==> src/rtl/regfile_pkg.sv <==
// Shared types and helpers for the scoreboarded register file.
// Build option: REGFILE_BYPASS_EN selects same-cycle write-to-read forwarding in regfile_sb.
package regfile_pkg;

    localparam int XLEN_DEF  = 32;
    localparam int NREGS_DEF = 32;

    // Widest write-port count / address width the hit helper is sized for
    localparam int RF_MAX_WR = 8;
    localparam int RF_MAX_AW = 8;
    localparam int RF_PORT_W = $clog2(RF_MAX_WR);

    typedef logic [$clog2(NREGS_DEF)-1:0] reg_addr_t;

    typedef struct packed {
        logic                 hit;
        logic [RF_PORT_W-1:0] port;
    } wr_hit_t;

    // Ascending scan so the highest-numbered matching port is the one reported
    function automatic wr_hit_t rf_wr_hit(
        input logic [RF_MAX_WR-1:0]           we,
        input logic [RF_MAX_WR*RF_MAX_AW-1:0] waddr,
        input logic [RF_MAX_AW-1:0]           addr
    );
        wr_hit_t r;
        r = '0;
        for (int p = 0; p < RF_MAX_WR; p++) begin
            if (we[p] && (addr != '0) && (waddr[p*RF_MAX_AW +: RF_MAX_AW] == addr)) begin
                r.hit  = 1'b1;
                r.port = RF_PORT_W'(p);
            end
        end
        return r;
    endfunction

endpackage

==> src/rtl/regfile_sb_scoreboard.sv <==
// Busy-bit scoreboard: tracks registers with an outstanding producer, gates
// issue on WAW hazards and keeps a registered population count of busy bits.
module rf_scoreboard
    import regfile_pkg::*;
#(
    parameter  int NREGS = NREGS_DEF,
    parameter  int NWR   = 2,
    localparam int AW    = $clog2(NREGS),
    localparam int CW    = $clog2(NREGS + 1)
) (
    input  logic              clk,
    input  logic              rst_n,
    input  logic [NWR-1:0]    we,
    input  logic [NWR*AW-1:0] waddr,
    input  logic              issue_valid,
    input  logic [AW-1:0]     issue_rd,
    output logic              issue_ready,
    output logic [NREGS-1:0]  busy,
    output logic [CW-1:0]     pending_count
);

    logic [NREGS-1:0] busy_reg;
    logic [NREGS-1:0] busy_next;
    logic [NREGS-1:0] clr_vec;
    logic [NREGS-1:0] set_vec;
    logic [CW-1:0]    count_reg;
    logic [CW-1:0]    count_next;
    logic             rd_wr_hit;
    logic             ready_c;

    always_comb begin
        clr_vec   = '0;
        rd_wr_hit = 1'b0;
        for (int p = 0; p < NWR; p++) begin
            if (we[p] && (waddr[p*AW +: AW] != '0)) begin
                clr_vec[waddr[p*AW +: AW]] = 1'b1;
                if (waddr[p*AW +: AW] == issue_rd) begin
                    rd_wr_hit = 1'b1;
                end
            end
        end

        // A write retiring the current producer frees the slot for the new one
        ready_c = (issue_rd == '0) || !busy_reg[issue_rd] || rd_wr_hit;

        set_vec = '0;
        if (issue_valid && ready_c && (issue_rd != '0)) begin
            set_vec[issue_rd] = 1'b1;
        end

        // Set is OR-ed after the clear so the newly issued producer keeps ownership
        busy_next = (busy_reg & ~clr_vec) | set_vec;

        count_next = '0;
        for (int i = 0; i < NREGS; i++) begin
            count_next = count_next + CW'(busy_next[i]);
        end
    end

    always_ff @(posedge clk) begin
        if (!rst_n) begin
            busy_reg  <= '0;
            count_reg <= '0;
        end else begin
            busy_reg  <= busy_next;
            count_reg <= count_next;
        end
    end

    assign issue_ready   = ready_c;
    assign busy          = busy_reg;
    assign pending_count = count_reg;

endmodule

==> src/rtl/regfile_sb.sv <==
// Integer register file with NRD combinational reads, NWR prioritised writes and a busy scoreboard.
// Build option: define REGFILE_BYPASS_EN to forward same-cycle write data to the read ports.
module regfile_sb
    import regfile_pkg::*;
#(
    parameter  int XLEN  = XLEN_DEF,
    parameter  int NREGS = NREGS_DEF,
    parameter  int NRD   = 2,
    parameter  int NWR   = 2,
    localparam int AW    = $clog2(NREGS),
    localparam int CW    = $clog2(NREGS + 1)
) (
    input  logic                clk,
    input  logic                rst_n,
    input  logic [NRD*AW-1:0]   raddr,
    output logic [NRD*XLEN-1:0] rdata,
    output logic [NRD-1:0]      rbusy,
    input  logic [NWR-1:0]      we,
    input  logic [NWR*AW-1:0]   waddr,
    input  logic [NWR*XLEN-1:0] wdata,
    input  logic                issue_valid,
    input  logic [AW-1:0]       issue_rd,
    output logic                issue_ready,
    output logic [CW-1:0]       pending_count
);

    logic [XLEN-1:0]  regs [NREGS];
    logic [NREGS-1:0] busy;

    // Later ports are visited last, so their non-blocking assignment wins on a collision
    always_ff @(posedge clk) begin
        if (!rst_n) begin
            for (int i = 0; i < NREGS; i++) begin
                regs[i] <= '0;
            end
        end else begin
            for (int p = 0; p < NWR; p++) begin
                if (we[p] && (waddr[p*AW +: AW] != '0)) begin
                    regs[waddr[p*AW +: AW]] <= wdata[p*XLEN +: XLEN];
                end
            end
        end
    end

    rf_scoreboard #(
        .NREGS (NREGS),
        .NWR   (NWR)
    ) u_scoreboard (
        .clk           (clk),
        .rst_n         (rst_n),
        .we            (we),
        .waddr         (waddr),
        .issue_valid   (issue_valid),
        .issue_rd      (issue_rd),
        .issue_ready   (issue_ready),
        .busy          (busy),
        .pending_count (pending_count)
    );

`ifdef REGFILE_BYPASS_EN
    logic [RF_MAX_WR-1:0]           we_ext;
    logic [RF_MAX_WR*RF_MAX_AW-1:0] waddr_ext;

    assign we_ext = RF_MAX_WR'(we);

    for (genvar gi = 0; gi < RF_MAX_WR; gi++) begin : g_wext
        if (gi < NWR) begin : g_used
            assign waddr_ext[gi*RF_MAX_AW +: RF_MAX_AW] = RF_MAX_AW'(waddr[gi*AW +: AW]);
        end else begin : g_pad
            assign waddr_ext[gi*RF_MAX_AW +: RF_MAX_AW] = '0;
        end
    end
`endif

    for (genvar gi = 0; gi < NRD; gi++) begin : g_rd
        logic [AW-1:0] ra;
        assign ra = raddr[gi*AW +: AW];
`ifdef REGFILE_BYPASS_EN
        wr_hit_t hit;
        assign hit = rf_wr_hit(we_ext, waddr_ext, RF_MAX_AW'(ra));
        assign rdata[gi*XLEN +: XLEN] = hit.hit ? wdata[hit.port*XLEN +: XLEN] : regs[ra];
        assign rbusy[gi]              = hit.hit ? 1'b0 : busy[ra];
`else
        assign rdata[gi*XLEN +: XLEN] = regs[ra];
        assign rbusy[gi]              = busy[ra];
`endif
    end

endmodule

==> config.mk <==
export PLATFORM = sky130hd
export DESIGN_NAME = regfile_sb
export DESIGN_NICKNAME = d
export VERILOG_FILES = /design/src/rtl/regfile_pkg.sv /design/src/rtl/regfile_sb_scoreboard.sv /design/src/rtl/regfile_sb.sv
export SDC_FILE = /design/constraint.sdc
export NUM_CORES = 2
export LEC_CHECK = 0
export ABC_CLOCK_PERIOD_IN_PS = 7900
export CAP_MARGIN = 20
export CORE_UTILIZATION = 40
export CTS_BUF_LIST = sky130_fd_sc_hd__clkbuf_4 sky130_fd_sc_hd__clkbuf_8 sky130_fd_sc_hd__clkbuf_16
export DETAILED_ROUTE_END_ITERATION = 10
export MAX_ROUTING_LAYER = met4
export PLACE_DENSITY = 0.65
export SLEW_MARGIN = 20
export SYNTH_ARGS = -nofsm -noshare
export SYNTH_HDL_FRONTEND = slang
export SYNTH_SLANG_ARGS = --single-unit
export TNS_END_PERCENT = 50
==> constraint.sdc <==
create_clock -name clk -period 7.9 [get_ports clk]
set_input_delay 1.58 -clock clk [delete_from_list [all_inputs] [get_ports clk]]
set_output_delay 1.58 -clock clk [all_outputs]
set_load 0.1 [all_outputs]
==> results.md <==
- Outcome: finished, final reports clean
- Endpoints failing setup: 0
- Fraction of layout instances using a drive strength above 1: 34.68%
- EDFF count, synth: 1024
- Maximum number of pins on one net before global-route repair: 92
- Number of iterations in the first detailed-routing pass: 8
- Highest clock frequency the design can meet: 133.8 MHz
- Post-route setup slack: 0.4235 ns
- CTS H-tree lvls: 3
- CTS tree: yes
- Vias per inst: 7.411
- Mean post-synth cell area: 16.07 um2
- Critical R2R Capture: u_scoreboard.pending_count[4]
- Clock period minus final worst setup slack: 7.476 ns
- Overall overflow remaining after global route: 0
- Register-to-register setup slack: 1.52 ns
- Worst voltage drop across the vdd grid: 0.1764 mV
- Total Routing Usage GR: 32.07%
- Insertion delay to the later sink of the worst-skew pair: 0.74 ns
- Gate Count Post-Synth: 3808
- Number of antenna violations at the first check in global routing: 14
- Critical Path Start Type: primary input
- Max Fanout on Critical Path: 18
- Final Hold Fails: 0
- Adder-cell area share of the yosys netlist: 0.9484%
- Post-Synth XOR/XNOR Area: 0.1574%
- Max-capacitance violation count: 0
- Area of the core region: 0.1519 mm2
- Leakage power total: 22.86 nW
- Post-Syn Area: 0.06121 mm2
- Proportion of synthesized area in mux cells: 25.78%
- Ordered cell list for the critical path: clkdlybuf4s50_1 > mux4_2 > nand2b_1 > nand4b_1 > nand2_1 > o21ai_2 > buf_12 > a31o_2 > ha_1 > fa_1 > fa_1 > fa_1 > fa_1 > fa_1 > fa_1 > fa_1 > inv_1 > fa_1 > inv_1 > a21o_1 > a21oi_1 > xor2_1 > nor2_1
- DRC violation count after routing: 0
- Most area-hungry cell type in the Yosys netlist: sky130_fd_sc_hd__edfxtp_1
- Post-route standard cell area excluding fillers: 0.06895 mm2
- Number of top-level design ports: 167
- Type of the worst setup path: primary input to flip-flop
- Count of port buffers added during placement: 166
- Worst EP arrival: 8.07 ns
- Start of the worst register-to-register path: u_scoreboard.busy[23]
- Max-slew headroom: 21.78%
- Post-detailed-placement cell area: 0.06524 mm2
- Top area cells in the synthesized netlist: sky130_fd_sc_hd__edfxtp_1 50%, sky130_fd_sc_hd__mux4_2 25%, sky130_fd_sc_hd__a22o_1 14%
- Area added between synthesis and finish: 12.64%
- R2r worst-path depth: 22
- Total setup buffers inserted after CTS: 0
- Number of flip-flops in the largest register: 1024
- Max Buffers Root-to-Sink: 3
- Number of cells upsized or downsized after cts: 0
- Wire length of the first global-routing pass: 333600 um
- Routability cong.: 0.8904
- Final critical-path share of the clock period: 94.64%
- Number of CTS-inserted buffers: 115
- Power density over the cells: 215.6 mW/mm2
- Ys async rst share: 0%
- Total Nets Final: 3881
- Y dimension of the die: 393.2 um
- Commonest cells in the netlist: 1024 x sky130_fd_sc_hd__edfxtp_1, 991 x sky130_fd_sc_hd__a22o_1, 666 x sky130_fd_sc_hd__mux4_2
- RSZ-0062 raised after global routing: false
- DP Worst Slack: -0.3130 ns
- CP required: 8.49 ns
- Type of destination of the critical path: flip-flop
- Unique cell type count in the Yosys netlist: 51
- Initial standard-cell utilization of the core: 40.30%
- Max-slew violation count: 0
- Number of global-route vias before repair: 43030
- Estimated wirelength of the detail-placed design: 127700 um
- Hold path depth: 2
- Start point of the worst hold path: u_scoreboard.busy[9]
- Count of routing violations after the opening detailed-route iteration: 6721
- Post-DRT Antenna Nets: 0
- Final sum of negative setup slack: 0 ns
- Fraction of the mapped netlist area in compound gates: 15.53%
- Seq cells post-synth: 1062
- Combinational family with the most area after synthesis: multiplexers
- Slew at the pin with the worst max-slew slack: 1.167 ns
- Slowest CP cell: sky130_fd_sc_hd__clkdlybuf4s50_1
- Top-area cell type share of the netlist area: 50.24%
- Class of the tightest hold or removal check: flip-flop to flip-flop
- Area fraction in and, or, nand and nor cells after synthesis: 2.056%
- Final core area utilization: 45.39%
- Worst Hold End: u_scoreboard.busy[9]
- CTS Root Cell: sky130_fd_sc_hd__clkbuf_16
- Clock sink count: 1062
- Part of the Yosys area used for sequential elements: 51.48%
- Register clock-pin slew on the reported worst setup and hold paths: 0.06 ns
- Post-detailed-route wirelength per cell: 41.11 um
- Most numerous cell in the Yosys netlist: sky130_fd_sc_hd__edfxtp_1
- Longest individual stage delay on the worst path: 0.62 ns
- Width of the die: 393.2 um
- Flip-flop cell with the highest count after synthesis: sky130_fd_sc_hd__edfxtp_1
- Rows: 143
- Post-Route Skew: 0.01297 ns
- Most frequent CP cell: sky130_fd_sc_hd__fa_1
- Final routed wirelength across all metal layers: 242200 um
- Count of hold-fix buffers inserted at cts: 0
- Smallest hold slack: 0.5632 ns
- YS warnings: 0
- Vias: 43670
- DIE AREA: 0.1546 mm2
## worst max-delay path: cells and delay by family
kind | cells | cell delay [ns]
mux | 1 | 0.53
fa+ha+maj | 9 | 3.72
simple gates | 4 | 0.41
compound gates | 4 | 0.68
buf+inv | 4 | 0.95
xor+xnor | 1 | 0.18
## logic make-up (layout without fill, tap and decap cells)
| kind of cell | count (synthesis) | after routing |
|---|---|---|
| AO/OA/AOI/OAI | 1105 | 1105 |
| XOR/XNOR | 11 | 11 |
| adder cells (fa/ha/maj) | 32 | 32 |
| buffers and inverters | 603 | 614 |
| flip-flops | 1062 | 1062 |
| multiplexers | 736 | 736 |
| other | 1 | 44 |
| AND/OR/NAND/NOR | 258 | 258 |
## placed cells by master (no fill, tap or decap), drive strengths merged, types with 27 or more instances in the layout
cell type      netlist  routed
conb                 1      32
nand3               35      35
clkinv               0      49
nor3                66      66
mux4               666     666
a22o               991     991
edfxtp            1024    1024
nor2                47      47
buf                127     313
dfxtp               38      38
clkdlybuf4s50        0      66
nand2               62      62
a21oi               36      36
mux2                66      66
inv                 23      27
clkbuf             453     140
## layer usage
| metal | wire length (um) | part of all wire (%) | track usage [%] | vias up |
|---|---|---|---|---|
| li1 | - | - | - | 16290 |
| met1 | 82230 | 34 | 38.70 | 22450 |
| met2 | 111200 | 46 | 48.47 | 3955 |
| met3 | 32400 | 13 | 8.787 | 982 |
| met4 | 16370 | 6.8 | 18.51 | 0 |
| met5 | 0 | 0 | - | - |
## worst max path at each step
stage | from | slack (ns) | to
2_1_floorplan | issue_rd[0] | 0.41 | u_scoreboard.pending_count[4]
3_3_place_gp | issue_rd[1] | -0.27 | u_scoreboard.pending_count[4]
3_5_place_dp | issue_rd[1] | -0.31 | u_scoreboard.pending_count[4]
4_1_cts | issue_rd[1] | 0.44 | u_scoreboard.pending_count[4]
5_1_grt | issue_rd[1] | 0.11 | u_scoreboard.pending_count[4]
6_report | issue_rd[1] | 0.42 | u_scoreboard.pending_count[4]
## metrics by stage
step / power (mW) / std cells
global placement: 9.265 / 5665
floorplan: 8.473 / 3839
finish: 14.86 / 5892
detailed placement: 9.304 / 5667
CTS: 14.86 / 5879
global route: 15.15 / 5889
## power breakdown
group          total, mW  switching [mW]  leakage [nW]  internal (mW)
Combinational       2.52            1.60          10.8          0.917
Clock               5.65            2.40          1.92           3.25
Sequential          6.69           0.166          10.1           6.53
## area by class of cell
cell class                 instances  area, um2
clock buffer                     140       3118
multi-input combinational       2174      27730
antenna                           12      30.03
sequential                      1062      31510
clock inverter                    72      747.0
inverter                          23      88.84
tap                             2030       2540
fill                           13010      82960
timing repair buffer             379       3184
(Power assumes the default switching activity.)
